`config.mk`:
```
export PLATFORM = sky130hd
export DESIGN_NAME = text_console_writer
export DESIGN_NICKNAME = d
export VERILOG_FILES = /design/src/rtl/console_pkg.sv /design/src/rtl/text_console_writer.sv
export SDC_FILE = /design/constraint.sdc
export NUM_CORES = 1
export LEC_CHECK = 0
export CAP_MARGIN = 20
export CELL_PAD_IN_SITES_DETAIL_PLACEMENT = 1
export CELL_PAD_IN_SITES_GLOBAL_PLACEMENT = 1
export CORE_MARGIN = 8
export CORE_UTILIZATION = 42
export DETAILED_ROUTE_END_ITERATION = 8
export PLACE_DENSITY_LB_ADDON = 0.25
export RECOVER_POWER = 50
export SLEW_MARGIN = 30
export SYNTH_ARGS = -nofsm -noshare
export SYNTH_HDL_FRONTEND = slang
export SYNTH_SLANG_ARGS = --single-unit
```
`constraint.sdc`:
```
create_clock -name clk_pix -period 4.8 [get_ports clk_pix]
set_input_delay 0.48 -clock clk_pix [delete_from_list [all_inputs] [get_ports clk_pix]]
set_output_delay 0.48 -clock clk_pix [all_outputs]
set_load 0.01 [all_outputs]
```
`src/rtl/console_pkg.sv`:
```
// Shared types and control codes for the text console writer.
// Latency: none (types and constants only).
// Backpressure: not applicable.
package console_pkg;

  localparam logic [7:0] CC_BS  = 8'h08;
  localparam logic [7:0] CC_TAB = 8'h09;
  localparam logic [7:0] CC_LF  = 8'h0A;
  localparam logic [7:0] CC_FF  = 8'h0C;
  localparam logic [7:0] CC_CR  = 8'h0D;

  typedef enum logic [1:0] {CLR_ALL, IDLE, CLR_LINE} console_state_t;

  typedef logic [6:0] col_t;
  typedef logic [4:0] row_t;

  // Tile RAM address: row in the upper bits, column in the lower bits.
  function automatic logic [11:0] tile_addr(input row_t r, input col_t c);
    return {r, c};
  endfunction

endpackage

```
`src/rtl/text_console_writer.sv`:
```
// Byte stream to tile VRAM writer with cursor, line clear and full-screen clear.
// Latency: a byte accepted in cycle N drives its write on vram_* in cycle N+1.
// Backpressure: char_ready is low while a clear runs; optional TAB handling under TEXT_TAB_EN.
module text_console_writer
  import console_pkg::*;
#(
  parameter int         COLS      = 80,
  parameter int         ROWS      = 30,
  parameter logic [7:0] FILL_CHAR = 8'h20
) (
  input  logic        clk_pix,
  input  logic        rst_n,
  input  logic        char_valid,
  input  logic [7:0]  char_data,
  output logic        char_ready,
  input  logic        clear_req,
  output logic        vram_we,
  output logic [11:0] vram_waddr,
  output logic [7:0]  vram_din,
  output logic [6:0]  cur_col,
  output logic [4:0]  cur_row,
  output logic        busy
);

  localparam col_t COL_LAST = col_t'(COLS - 1);
  localparam row_t ROW_LAST = row_t'(ROWS - 1);

  console_state_t state, state_nxt;
  logic [11:0]    cnt, cnt_nxt;
  col_t           col_nxt;
  row_t           row_nxt, row_adv;
  logic           we_nxt;
  logic [11:0]    waddr_nxt;
  logic [7:0]     din_nxt;
  logic           accept;
  logic           do_newline;
  logic           do_clear;

`ifdef TEXT_TAB_EN
  localparam logic [7:0] COLS_W = 8'(COLS);
  logic [7:0] tab_col;
  // Next multiple of 8 strictly above the current column.
  assign tab_col = {1'b0, cur_col[6:3], 3'b000} + 8'd8;
`endif

  // char_ready mirrors state == IDLE, so it doubles as the accept qualifier.
  assign accept  = char_valid && char_ready;
  assign row_adv = (cur_row >= ROW_LAST) ? '0 : cur_row + 5'd1;

  // Next-state, cursor and write-port decode.
  always_comb begin
    state_nxt  = state;
    cnt_nxt    = cnt;
    col_nxt    = cur_col;
    row_nxt    = cur_row;
    we_nxt     = 1'b0;
    waddr_nxt  = vram_waddr;
    din_nxt    = vram_din;
    do_newline = 1'b0;
    do_clear   = clear_req;

    case (state)
      CLR_ALL: begin
        we_nxt    = 1'b1;
        waddr_nxt = cnt;
        din_nxt   = FILL_CHAR;
        if (cnt == 12'hFFF) begin
          state_nxt = IDLE;
          cnt_nxt   = '0;
          col_nxt   = '0;
          row_nxt   = '0;
        end else begin
          cnt_nxt = cnt + 12'd1;
        end
      end

      CLR_LINE: begin
        we_nxt    = 1'b1;
        waddr_nxt = tile_addr(cur_row, cnt[6:0]);
        din_nxt   = FILL_CHAR;
        if (cnt[6:0] >= COL_LAST) begin
          state_nxt = IDLE;
          cnt_nxt   = '0;
        end else begin
          cnt_nxt = cnt + 12'd1;
        end
      end

      default: begin
        if (accept) begin
          case (char_data)
            CC_CR: col_nxt = '0;
            CC_LF: do_newline = 1'b1;
            CC_BS: begin
              if (cur_col != '0) begin
                col_nxt   = cur_col - 7'd1;
                we_nxt    = 1'b1;
                waddr_nxt = tile_addr(cur_row, cur_col - 7'd1);
                din_nxt   = FILL_CHAR;
              end
            end
            CC_FF: do_clear = 1'b1;
`ifdef TEXT_TAB_EN
            CC_TAB: begin
              if (tab_col >= COLS_W) do_newline = 1'b1;
              else                   col_nxt    = tab_col[6:0];
            end
`endif
            default: begin
              we_nxt    = 1'b1;
              waddr_nxt = tile_addr(cur_row, cur_col);
              din_nxt   = char_data;
              if (cur_col >= COL_LAST) do_newline = 1'b1;
              else                     col_nxt    = cur_col + 7'd1;
            end
          endcase
        end
      end
    endcase

    // The next line of the circular buffer is blanked before it is used.
    if (do_newline) begin
      col_nxt   = '0;
      row_nxt   = row_adv;
      state_nxt = CLR_LINE;
      cnt_nxt   = '0;
    end

    // Clear wins over everything, including a byte accepted this cycle.
    if (do_clear) begin
      state_nxt = CLR_ALL;
      cnt_nxt   = '0;
      col_nxt   = '0;
      row_nxt   = '0;
      we_nxt    = 1'b0;
    end
  end

  // Register state and every output; status flags track the next state.
  always_ff @(posedge clk_pix or negedge rst_n) begin
    if (!rst_n) begin
      state      <= CLR_ALL;
      cnt        <= '0;
      cur_col    <= '0;
      cur_row    <= '0;
      vram_we    <= 1'b0;
      vram_waddr <= '0;
      vram_din   <= '0;
      char_ready <= 1'b0;
      busy       <= 1'b1;
    end else begin
      state      <= state_nxt;
      cnt        <= cnt_nxt;
      cur_col    <= col_nxt;
      cur_row    <= row_nxt;
      vram_we    <= we_nxt;
      vram_waddr <= waddr_nxt;
      vram_din   <= din_nxt;
      char_ready <= (state_nxt == IDLE);
      busy       <= (state_nxt != IDLE);
    end
  end

endmodule

```
; After elaboration in Yosys (flattened, before gate mapping)
; Index checks and enable logic that the tools add are counted.
[totals]
word_cells = 93
input_bits = 12
out_inout_bits = 35
regBits = 49
[classes]
n_eq_ne = 17
magnitude_cmp = 3
n_reduce_logical = 17
add_sub_neg = 4
n_mux = 43
[ops]
columns = cell, n
row1 = 12-bit 2-to-1 mux, 6
row2 = 12-bit one-hot mux with 2 select lines, 3
row3 = 7-bit 2-to-1 mux, 6
row4 = "8-bit by 4-bit == test with 1-bit output, second input constant", 4
row5 = 5-bit 2-to-1 mux, 5
row6 = 8-bit 2-to-1 mux, 3
row7 = 7-bit one-hot mux with 3 select lines, 1
row8 = 8-bit one-hot mux with 2 select lines, 1
row9 = "7-bit >= comparator, second input constant", 2
row10 = 7-bit one-hot mux with 2 select lines, 1
row11 = "12-bit by 1-bit adder with 12-bit output, second input constant", 1
row12 = "12-bit == test, second input constant", 1
row13 = 1-bit 2-to-1 mux, 10
row14 = 3-bit nonzero test, 3
row15 = 2-bit 2-to-1 mux, 4
row16 = 4-bit nonzero test, 2
row17 = "7-bit by 1-bit adder with 7-bit output, second input constant", 1
row18 = 7-bit nonzero test, 1
row19 = "7-bit by 1-bit subtractor with 7-bit output, second input constant", 1
row20 = "3-bit inequality test, second input constant", 2
row21 = "6-bit by 3-bit inequality test with 1-bit output, second input constant", 1
row22 = 3-bit AND reduction, 2
row23 = 6-bit AND reduction, 1
row24 = 3-bit OR reduction, 2
row25 = other kinds (18), 20

; Depth between registers and ports, before layout
; Gate-level depths: netlist of run 1.
[depth]
depth_word = 8
mapped_depth = 10
ltp_nobuf = 7

; Worst setup path after synthesis of run 1
; OpenSTA, ideal clock, no wires.
[synth_timing]
path_type = input port to flip-flop
from = in char_data[1]
to = reg cur_col[0]
path_buffers = 1
path_stages = 8
arrival_ns = 2.133
setup_time_ns = 0.078
path_slack_ns = 2.589
required_time_ns = 4.722
cell_sequence = clkbuf_1 nor4b_2 nand2_1 inv_1 ha_1 inv_1 a221o_1 a21oi_1
[synth_between]
elab_chain_len = 7
word_cells_on_any_way = 24
cone_classes = eq/ne: 9 / mux: 11 / reduce/logical: 4
[synth_rtl]
columns = element, line_no
row1 = "start, declared", text_console_writer.sv:14  ; input logic [7:0] char_data,
row2 = 8-bit by 4-bit == test with 1-bit output, text_console_writer.sv:91  ; case (char_data)
row3 = 3-bit OR reduction (no source line) / 2-bit OR reduction (equally long branches), n/a
row4 = 1-bit one-hot mux with 2 select lines / 7-bit one-hot mux with 3 select lines (equally long branches), text_console_writer.sv:91
row5 = 1-bit 2-to-1 mux / 7-bit 2-to-1 mux (equally long branches), text_console_writer.sv:90  ; if (accept) begin
row6 = 1-bit 2-to-1 mux / 7-bit one-hot mux with 2 select lines (equally long branches), text_console_writer.sv:62  ; case (state)
row7 = "6-bit by 3-bit inequality test with 1-bit output (no source line), or another cell as far along", n/a
row8 = 6-bit AND reduction (no source line) / 7-bit 2-to-1 mux (equally long branches), n/a
row9 = "end signal, assigned", text_console_writer.sv:154  ; cur_col <= col_nxt;
row10 = "end, declared", text_console_writer.sv:20  ; output logic [6:0] cur_col,
; Several ways; a longest one is shown, not always the timed one. The select of a mux whose other input is x is not followed.
; A chain may end at the register's enable or synchronous reset.

; Worst setup path after layout of run 1
[layout_timing]
from = in char_data[5]
to = reg cur_col[0]
; Same word-level chain as after synthesis.

==> results of run 1 <==
## cell families after synthesis
group | after synthesis
and+or+nand+nor | 165
AOI/OAI and AO/OA | 113
DFF | 49
buffers and inverters | 45
muxes | 14
xor gates and xnor gates | 7
adders and majority gates | 7
## per-stage QoR
step	worst slack (ns)	cell area [um^2]	instances
global route	1.562	3934	525
finish	1.810	3934	525
global placement	1.360	3815	517
detailed placement	1.194	3820	517
CTS	1.540	3931	525
floorplan	2.589	3357	400
## registers in the layout, indices dropped and copies added, names as in the netlist
signal,flops
vram_waddr,12
cur_row,5
cnt,12
vram_din,8
char_ready,1
vram_we,1
busy,1
cur_col,7
state,2
## routing by layer
layer / wire length, um / share of wire (%) / track usage (%) / vias up
met4: 77 / 0.73 / 5.199 / 0
met5: 0 / 0 / 0 / -
met1: 4879 / 46 / 24.51 / 1670
met2: 5273 / 50 / 33.18 / 61
li1: - / - / - / 1555
met3: 360 / 3.4 / 3.167 / 6
## cell type report
| type | instances | share of cell area, % |
|---|---|---|
| clock inverter | 2 | 0.9860 |
| tap | 102 | 3.244 |
| clock buffer | 6 | 1.845 |
| timing repair buffer | 49 | 12.05 |
| multi-input combinational | 306 | 49.62 |
| inverter | 11 | 1.050 |
| sequential | 49 | 31.20 |
## worst register-to-register path, delay by kind of cell, from the launching register on
family	cells	cell delay, ns
flops	1	0.59
buf+inv	1	0.15
compound gates	3	1.29
simple gates	1	0.15
fa+ha+maj	1	0.23
mux	1	0.27
## worst max path at each step
stage                 startpoint                         to  slack [ns]  cells past startpoint
floorplan           char_data[1]     cur_col[0]$_DFFE_PN0P_        2.59                      8
finish              char_data[5]     cur_col[0]$_DFFE_PN0P_        1.81                      6
CTS                 char_data[5]     cur_col[0]$_DFFE_PN0P_        1.54                      6
global route               rst_n  vram_waddr[5]$_DFFE_PN0P_        1.56                      2
detailed placement  char_data[5]     cur_col[0]$_DFFE_PN0P_        1.19                      6
global placement    char_data[5]     cur_col[0]$_DFFE_PN0P_        1.36                      6
## layout by cell type (no fill, tap or decap), types with 6 or more instances in the layout
cell and n:
dfrtp_1 48, nand3_1 33, ha_1 7, xnor2_1 6, mux2i_1 13, nor3_1 8, a31oi_1 16, o211ai_1 11
and3_1 9, clkdlybuf4s50_1 28, nand2_1 53, nor2_1 18, inv_1 11, o21ai_0 13, a21oi_1 25, dlygate4sd3_1 17
nand4_1 10
## power breakdown
part           internal [mW]  switching (mW)
logic                 0.0219          0.0377
clock network          0.157           0.145
registers              0.417         0.00577
==> results.json, run 1 <==
{
  "drtAntennaViolNets": 0,
  "synth_cell_types": 68,
  "required_ns": 5.03,
  "synth_top_cell_by_area": "dfrtp_1",
  "grt-ovfl-total": 0,
  "synth_warnings": 0,
  "arrival_ns": 3.22,
  "rr_startpoint": "cur_col[0]$_DFFE_PN0P_",
  "start_util_pct": 43.44,
  "cts_tree": "yes",
  "max_stage_delay_ns": 0.81,
  "hold_buffers": 0,
  "netlist.area_leader.share_pct": 35.78,
  "track_usage_pct": 19.35,
  "worst_pin_slew_ns": 2.720,
  "io_buffer_count": 46,
  "grt_pass1_vias": 3474,
  "leakage_nw": 1.554,
  "vias_per_cell": 6.270,
  "violations": "max-capacitance violations, max-slew violations",
  "rsz0062_at_grt": "false",
  "synthSimpleGateAreaFrac_pct": 25.72,
  "antenna_found_initial": 0,
  "totalPowerFinal_mw": 0.7843,
  "relSlewSlack_pct": -81.32,
  "whs_path_depth": 2,
  "clk_latency_ns": 0.30,
  "hold_violations": 0,
  "path_clk_slew_ns": 0.10,
  "drcViolationCount": 0,
  "period_needed_ns": 2.990,
  "tns_ns": 0,
  "cts.path.max_buffers": 2,
  "whs_ns": 0.5449,
  "die_w_um": 105.4,
  "wl_per_cell_um": 20.17,
  "worstHoldStart": "vram_din[3]$_DFFE_PN0P_",
  "n_fill_cell": 950,
  "seqCellArea_um2": 1227,
  "worst-path-max-fanout": 18,
  "cap_viol_max_count": 1,
  "synthArstFlopShare_pct": 100.0,
  "synthAdderAreaFrac_pct": 2.609,
  "cts-buffers-inserted": 5,
  "rows": 32,
  "timing.rr.end": "vram_din[5]$_DFFE_PN0P_",
  "grt_max_degree": 50,
  "dr.pass1.iters": 4,
  "synth_xor_area_share_pct": 1.826,
  "vias": 3292,
  "htree_levels": 2,
  "ys_top_cells_by_area": "dfrtp_1, nand2_1, nand3_1, a21oi_1, mux2i_1",
  "synth-seq-cells": 49,
  "synth-compound-area-share_pct": 23.44,
  "netlist_area_um2": 3357,
  "crit_slowest_cell": "nor4_4",
  "reg2reg_slack_ns": 2.05,
  "dpl.hpwl_mm": 7.483,
  "crit_type": "input port to flop",
  "drive_above_1_share_pct": 6.856,
  "final-setup-viol-count": 0,
  "finClkSkew_ns": 0.008525,
  "status": "finished with violations",
  "root_buffer": "clkbuf_8",
  "syn_to_final_growth_pct": 17.18,
  "synth.most_common_cell": "nand2_1",
  "num_antenna_cells": 0,
  "post_cts_buffers": 0,
  "ys_top_cells_by_count": "nand2_1, dfrtp_1, nand3_1",
  "p_per_area_nw_per_um2": 199.4,
  "max_clock_freq_ghz": 0.3344,
  "grt_pass1_wl_mm": 18.05,
  "path_cells": "clkdlybuf4s50_1, nor4_4, and3_1, o221ai_2, a221o_1, a21oi_1",
  "drt-initial-drc-count": 185,
  "synthMuxAreaShare_pct": 4.212,
  "ys_seq_area_share_pct": 36.56,
  "reg2reg_depth": 7,
  "whs_endpoint": "vram_din[3]$_DFFE_PN0P_",
  "cts_num_sinks": 49,
  "critPathTopFamily": "simple AND/OR/NAND/NOR gates",
  "syn_avg_cell_area_um2": 8.392,
  "nets": 441,
  "peakVddDrop_mv": 0.1176,
  "synth_ff_type": "dfrtp_1",
  "finish.utilization_pct": 50.91,
  "path_buf_inv": 1,
  "fp.coreArea_um2": 7727,
  "die_y_um": 105.4,
  "synth_top_family_by_area": "simple AND/OR/NAND/NOR gates",
  "io_pins": 47,
  "multi_input_area_um2": 1952,
  "period_share_pct": 62.29,
  "start_kind": "input port",
  "syn_inst": 400,
  "critPathCaptureType": "flop",
  "syn_nets": 419,
  "gp_congestion": 0.8164,
  "drv_slew": 50,
  "post_cts_resized": 0,
  "hold_path.class": "flop to flop",
  "dieArea_um2": 11110,
  "drt_wl_total_mm": 10.59,
  "synth_edf_count": 0
}
Note: power is estimated with default switching activity, not from simulation.
==> run 2, diff against run 1 <==
Settings changed: CORE_UTILIZATION 42 to 41.
Clock period 4.8 ns to 2.8 ns, I/O delays scaled along.
==> results.json, run 2 (synthesized netlist as in run 1, its figures left out) <==
{
  "start_kind": "flop",
  "critPathCaptureType": "flop",
  "finish.utilization_pct": 50.00,
  "timing.rr.end": "vram_waddr[6]$_DFFE_PN0P_",
  "drt-initial-drc-count": 207,
  "rows": 33,
  "root_buffer": "clkbuf_8",
  "status": "finished, final reports clean",
  "hold_path.class": "flop to flop",
  "p_per_area_nw_per_um2": 337.6,
  "start_util_pct": 41.48,
  "top_regs": "cnt x12, vram_waddr x12, vram_din x8",
  "max_stage_delay_ns": 0.59,
  "max_clock_freq_ghz": 0.4011,
  "vias": 3407,
  "num_antenna_cells": 0,
  "drv_slew": 0,
  "period_share_pct": 89.05,
  "cts_num_sinks": 49,
  "clk_latency_ns": 0.31,
  "worst_pin_slew_ns": 1.337,
  "grt_pass1_wl_mm": 18.34,
  "path_buf_inv": 2,
  "path_cells": "inv_1, ha_1, nor2b_1, a31oi_1, o21bai_1, buf_4, a21o_1, a311o_1",
  "critPathTopFamily": "compound AO/OA/AOI/OAI gates",
  "reg2reg_depth": 8,
  "hold_buffers": 1,
  "crit_slowest_cell": "dfrtp_1",
  "hold_violations": 0,
  "vias_per_cell": 6.286,
  "period_needed_ns": 2.493,
  "wl_per_cell_um": 20.20,
  "peakVddDrop_mv": 0.2897,
  "cts_tree": "yes",
  "drtAntennaViolNets": 0,
  "whs_path_depth": 2,
  "grt_pass1_vias": 3508,
  "rsz0062_at_grt": "false",
  "die_y_um": 106.5,
  "whs_ns": 0.5334,
  "crit_type": "flop to flop",
  "grt-ovfl-total": 0,
  "cts-buffers-inserted": 5,
  "track_usage_pct": 19.66,
  "relSlewSlack_pct": 10.86,
  "drt_wl_total_mm": 10.95,
  "worst-path-max-fanout": 12,
  "die_w_um": 106.5,
  "syn_to_final_growth_pct": 20.54,
  "whs_endpoint": "vram_din[2]$_DFFE_PN0P_",
  "worstHoldStart": "vram_din[2]$_DFFE_PN0P_",
  "post_cts_buffers": 0,
  "htree_levels": 2,
  "cap_viol_max_count": 0,
  "tns_ns": 0,
  "dpl.hpwl_mm": 7.916,
  "dr.pass1.iters": 4,
  "required_ns": 3.00,
  "layout_common_cells": "nand2_1, dfrtp_1, nand3_1, clkdlybuf4s50_1, a21oi_1",
  "finClkSkew_ns": 0.005685,
  "fp.coreArea_um2": 8093,
  "leakage_nw": 1.628,
  "reg2reg_slack_ns": 0.31,
  "cts.path.max_buffers": 2,
  "final_common_cell": "nand2_1",
  "rr_startpoint": "cur_col[0]$_DFFE_PN0P_",
  "io_buffer_count": 46,
  "path_clk_slew_ns": 0.10,
  "n_fill_cell": 1011,
  "arrival_ns": 2.69,
  "drcViolationCount": 0,
  "post_cts_resized": 0,
  "final-setup-viol-count": 0,
  "drive_above_1_share_pct": 9.153,
  "antenna_found_initial": 0,
  "io_pins": 47,
  "dieArea_um2": 11340,
  "nets": 455,
  "gp_congestion": 0.9222,
  "grt_max_degree": 36
}
-- run 2: worst max-delay path by stage --
stage,startpoint,depth (start not counted),slack (ns),end
after floorplan,cur_col[0]$_DFFE_PN0P_,10,0.60,vram_din[0]$_DFFE_PN0P_
after global placement,char_valid,6,0.38,busy$_DFF_PN1_
after detailed placement,char_valid,6,0.34,busy$_DFF_PN1_
after CTS,cur_col[0]$_DFFE_PN0P_,8,0.33,vram_waddr[6]$_DFFE_PN0P_
after global routing,cur_col[0]$_DFFE_PN0P_,8,0.16,vram_waddr[6]$_DFFE_PN0P_
final,cur_col[0]$_DFFE_PN0P_,8,0.31,vram_waddr[6]$_DFFE_PN0P_
-- run 2: area by class of cell --
class                   count  area [um^2]  area share (%)
repair buffers             63        594.3           14.69
clock buffers               6        72.57           1.793
multi-input cells         306         1941           47.96
clock inverters             2        38.79          0.9586
well taps                 105        131.4           3.247
flip-flops and latches     49         1227           30.33
inverters                  11        41.29           1.020
-- run 2: worst reg2reg max path: cells and delay by family (launching register included) --
kind | cells | cell delay (ns)
buf+inv | 2 | 0.43
flops | 1 | 0.59
fa+ha+maj | 1 | 0.22
simple gates | 1 | 0.14
compound gates | 4 | 1.01
-- run 2: routing by layer --
layer  track usage [%]  routed length (um)  vias up
li1                  -                   -     1569
met1             25.85                4986     1740
met5                 0                   0        -
met3             3.811                 586        9
met2             32.62                5268       89
met4             4.322                 109        0
-- run 2: per-stage QoR --
| step | std cells | power [mW] | setup slack, ns | area (um^2) |
|---|---|---|---|---|
| after floorplan | 400 | 0.7824 | 0.5973 | 3357 |
| after global placement | 533 | 0.8436 | 0.3799 | 3929 |
| after detailed placement | 533 | 0.8456 | 0.3398 | 3929 |
| after CTS | 542 | 1.381 | 0.3298 | 4050 |
| after global routing | 542 | 1.420 | 0.1625 | 4046 |
| final | 542 | 1.366 | 0.3067 | 4046 |
-- run 2: report_power, final --
group | internal [mW] | switching, mW
Sequential | 0.715 | 0.00962
Combinational | 0.0413 | 0.0654
Clock | 0.269 | 0.266
==> run 3, diff against run 2 <==
Settings changed: CORE_ASPECT_RATIO set to 1.25, SLEW_MARGIN 30 to 20.
==> results.json, run 3 (synthesized netlist as in run 1, its figures left out) <==
{
  "max_clock_freq_ghz": 0.4144,
  "grt_pass1_vias": 3585,
  "grt_pass1_wl_mm": 18.69,
  "drt_wl_total_mm": 11.25,
  "start_kind": "flop",
  "io_buffer_count": 46,
  "timing.rr.end": "cnt[11]$_DFFE_PN0P_",
  "period_needed_ns": 2.413,
  "die_w_um": 96.94,
  "reg2reg_depth": 6,
  "root_buffer": "clkbuf_8",
  "power.share.clock_pct": 39.8,
  "final_common_cell": "nand2_1",
  "drive_above_1_share_pct": 9.545,
  "top_regs": "cnt x12, vram_waddr x12, vram_din x8",
  "required_ns": 3.03,
  "htree_levels": 2,
  "path_buf_inv": 0,
  "clk_latency_ns": 0.31,
  "rr_startpoint": "cnt[0]$_DFFE_PN0P_",
  "worst_pin_slew_ns": 2.219,
  "final_area_um2": 4044,
  "gp_congestion": 0.8798,
  "seqCellArea_um2": 1227,
  "drv_slew": 38,
  "peakVddDrop_mv": 0.2656,
  "status": "finished with violations",
  "p_comb_share_pct": 7.8,
  "drcViolationCount": 0,
  "nets": 458,
  "num_antenna_cells": 0,
  "fp.coreArea_um2": 8102,
  "wl_per_cell_um": 20.94,
  "cts.path.max_buffers": 2,
  "layout_common_cells": "nand2_1, dfrtp_1, nand3_1, clkdlybuf4s50_1, a21oi_1",
  "n_fill_cell": 961,
  "path_cells": "ha_1, and3_2, or3_4, a31o_1, or4_1, a31oi_1",
  "antenna_found_initial": 0,
  "cts_tree": "yes",
  "vias_per_cell": 6.229,
  "leakage_nw": 1.637,
  "pwr-share-seq_pct": 52.4,
  "dp_cells": 529,
  "tns_ns": 0,
  "rsz0062_at_grt": "false",
  "cp.depth": 6,
  "intPower_mw": 1.049,
  "hold_buffers": 0,
  "cts_num_sinks": 49,
  "fin_cells": 537,
  "whs_path_depth": 2,
  "path_clk_slew_ns": 0.10,
  "die_y_um": 117.2,
  "period_share_pct": 86.18,
  "hold_violations": 0,
  "track_usage_pct": 20.14,
  "post_cts_buffers": 0,
  "cts-buffers-inserted": 5,
  "cap_viol_max_count": 1,
  "whs_endpoint": "vram_din[4]$_DFFE_PN0P_",
  "crit_type": "flop to flop",
  "critPathTopFamily": "simple AND/OR/NAND/NOR gates",
  "drt-initial-drc-count": 154,
  "reg2reg_slack_ns": 0.39,
  "critPathCaptureType": "flop",
  "placed_cell_area_um2": 3936,
  "worst-path-max-fanout": 6,
  "rows": 37,
  "finish.utilization_pct": 49.92,
  "grt_max_degree": 38,
  "violations": "max-capacitance violations, max-slew violations",
  "start_util_pct": 41.44,
  "arrival_ns": 2.65,
  "switching_share_pct": 24.24,
  "drtAntennaViolNets": 0,
  "relSlewSlack_pct": -47.91,
  "vias": 3345,
  "finClkSkew_ns": 0.007931,
  "dr.pass1.iters": 4,
  "p_per_area_nw_per_um2": 342.3,
  "hold_path.class": "flop to flop",
  "post_cts_resized": 0,
  "max_stage_delay_ns": 0.47,
  "final-setup-viol-count": 0,
  "io_pins": 47,
  "multi_input_area_um2": 1941,
  "grt-ovfl-total": 0,
  "p_sw_mw": 0.3356,
  "crit_slowest_cell": "or4_1",
  "dieArea_um2": 11360,
  "syn_to_final_growth_pct": 20.46,
  "worstHoldStart": "vram_din[4]$_DFFE_PN0P_",
  "dpl.hpwl_mm": 8.192
}
run 3: metrics by stage:
step / hold WS [ns] / setup WS, ns / total power [mW]
final: 0.5415 / 0.3869 / 1.384
after global placement: 0.4511 / 0.3167 / 0.8471
after floorplan: -0.01559 / 0.5973 / 0.7824
after detailed placement: 0.4699 / 0.2377 / 0.8499
after CTS: 0.1215 / 0.3862 / 1.402
after global routing: 0.5709 / 0.2688 / 1.433
run 3: power groups by stage:
| stage | Combinational (mW) | Sequential [mW] | Clock (mW) |
|---|---|---|---|
| 2_1_floorplan | 0.0445 | 0.738 | 0 |
| 3_3_place_gp | 0.108 | 0.739 | 0 |
| 3_5_place_dp | 0.111 | 0.739 | 0 |
| 4_1_cts | 0.111 | 0.725 | 0.565 |
| 5_1_grt | 0.118 | 0.727 | 0.587 |
| 6_report | 0.108 | 0.725 | 0.551 |
run 3: worst max-delay path by stage:
| stage | from | to | slack [ns] |
|---|---|---|---|
| after global placement | char_data[5] | cur_row[4]$_DFFE_PN0P_ | 0.32 |
| after CTS | cnt[0]$_DFFE_PN0P_ | cnt[11]$_DFFE_PN0P_ | 0.39 |
| after detailed placement | char_data[5] | cur_row[4]$_DFFE_PN0P_ | 0.24 |
| after global routing | cur_col[0]$_DFFE_PN0P_ | vram_waddr[6]$_DFFE_PN0P_ | 0.27 |
| after floorplan | cur_col[0]$_DFFE_PN0P_ | vram_din[0]$_DFFE_PN0P_ | 0.60 |
| final | cnt[0]$_DFFE_PN0P_ | cnt[11]$_DFFE_PN0P_ | 0.39 |
run 3: final cells by class:
| cell class | instances | area share (%) |
|---|---|---|
| Multi-Input combinational cell | 306 | 47.99 |
| Sequential cell | 49 | 30.35 |
| Timing Repair Buffer | 66 | 14.76 |
| Tap cell | 97 | 3.001 |
| Clock buffer | 7 | 2.135 |
| Inverter | 11 | 1.021 |
| Clock inverter | 1 | 0.7426 |
run 3: layer usage:
layer / track usage (%) / wire (um) / share of wire (%) / up-vias
met1: 23.06 / 4813 / 43 / 1691
met5: 0 / 0 / 0 / -
met3: 2.760 / 285 / 2.5 / 21
li1: - / - / - / 1573
met4: 9.661 / 342 / 3.0 / 0
met2: 36.48 / 5805 / 52 / 60
run 3: worst min-delay path, delay by kind of cell (launching register included):
family        cells  cell delay (ns)
mux               1             0.06
flops             1             0.39
simple gates      1             0.06
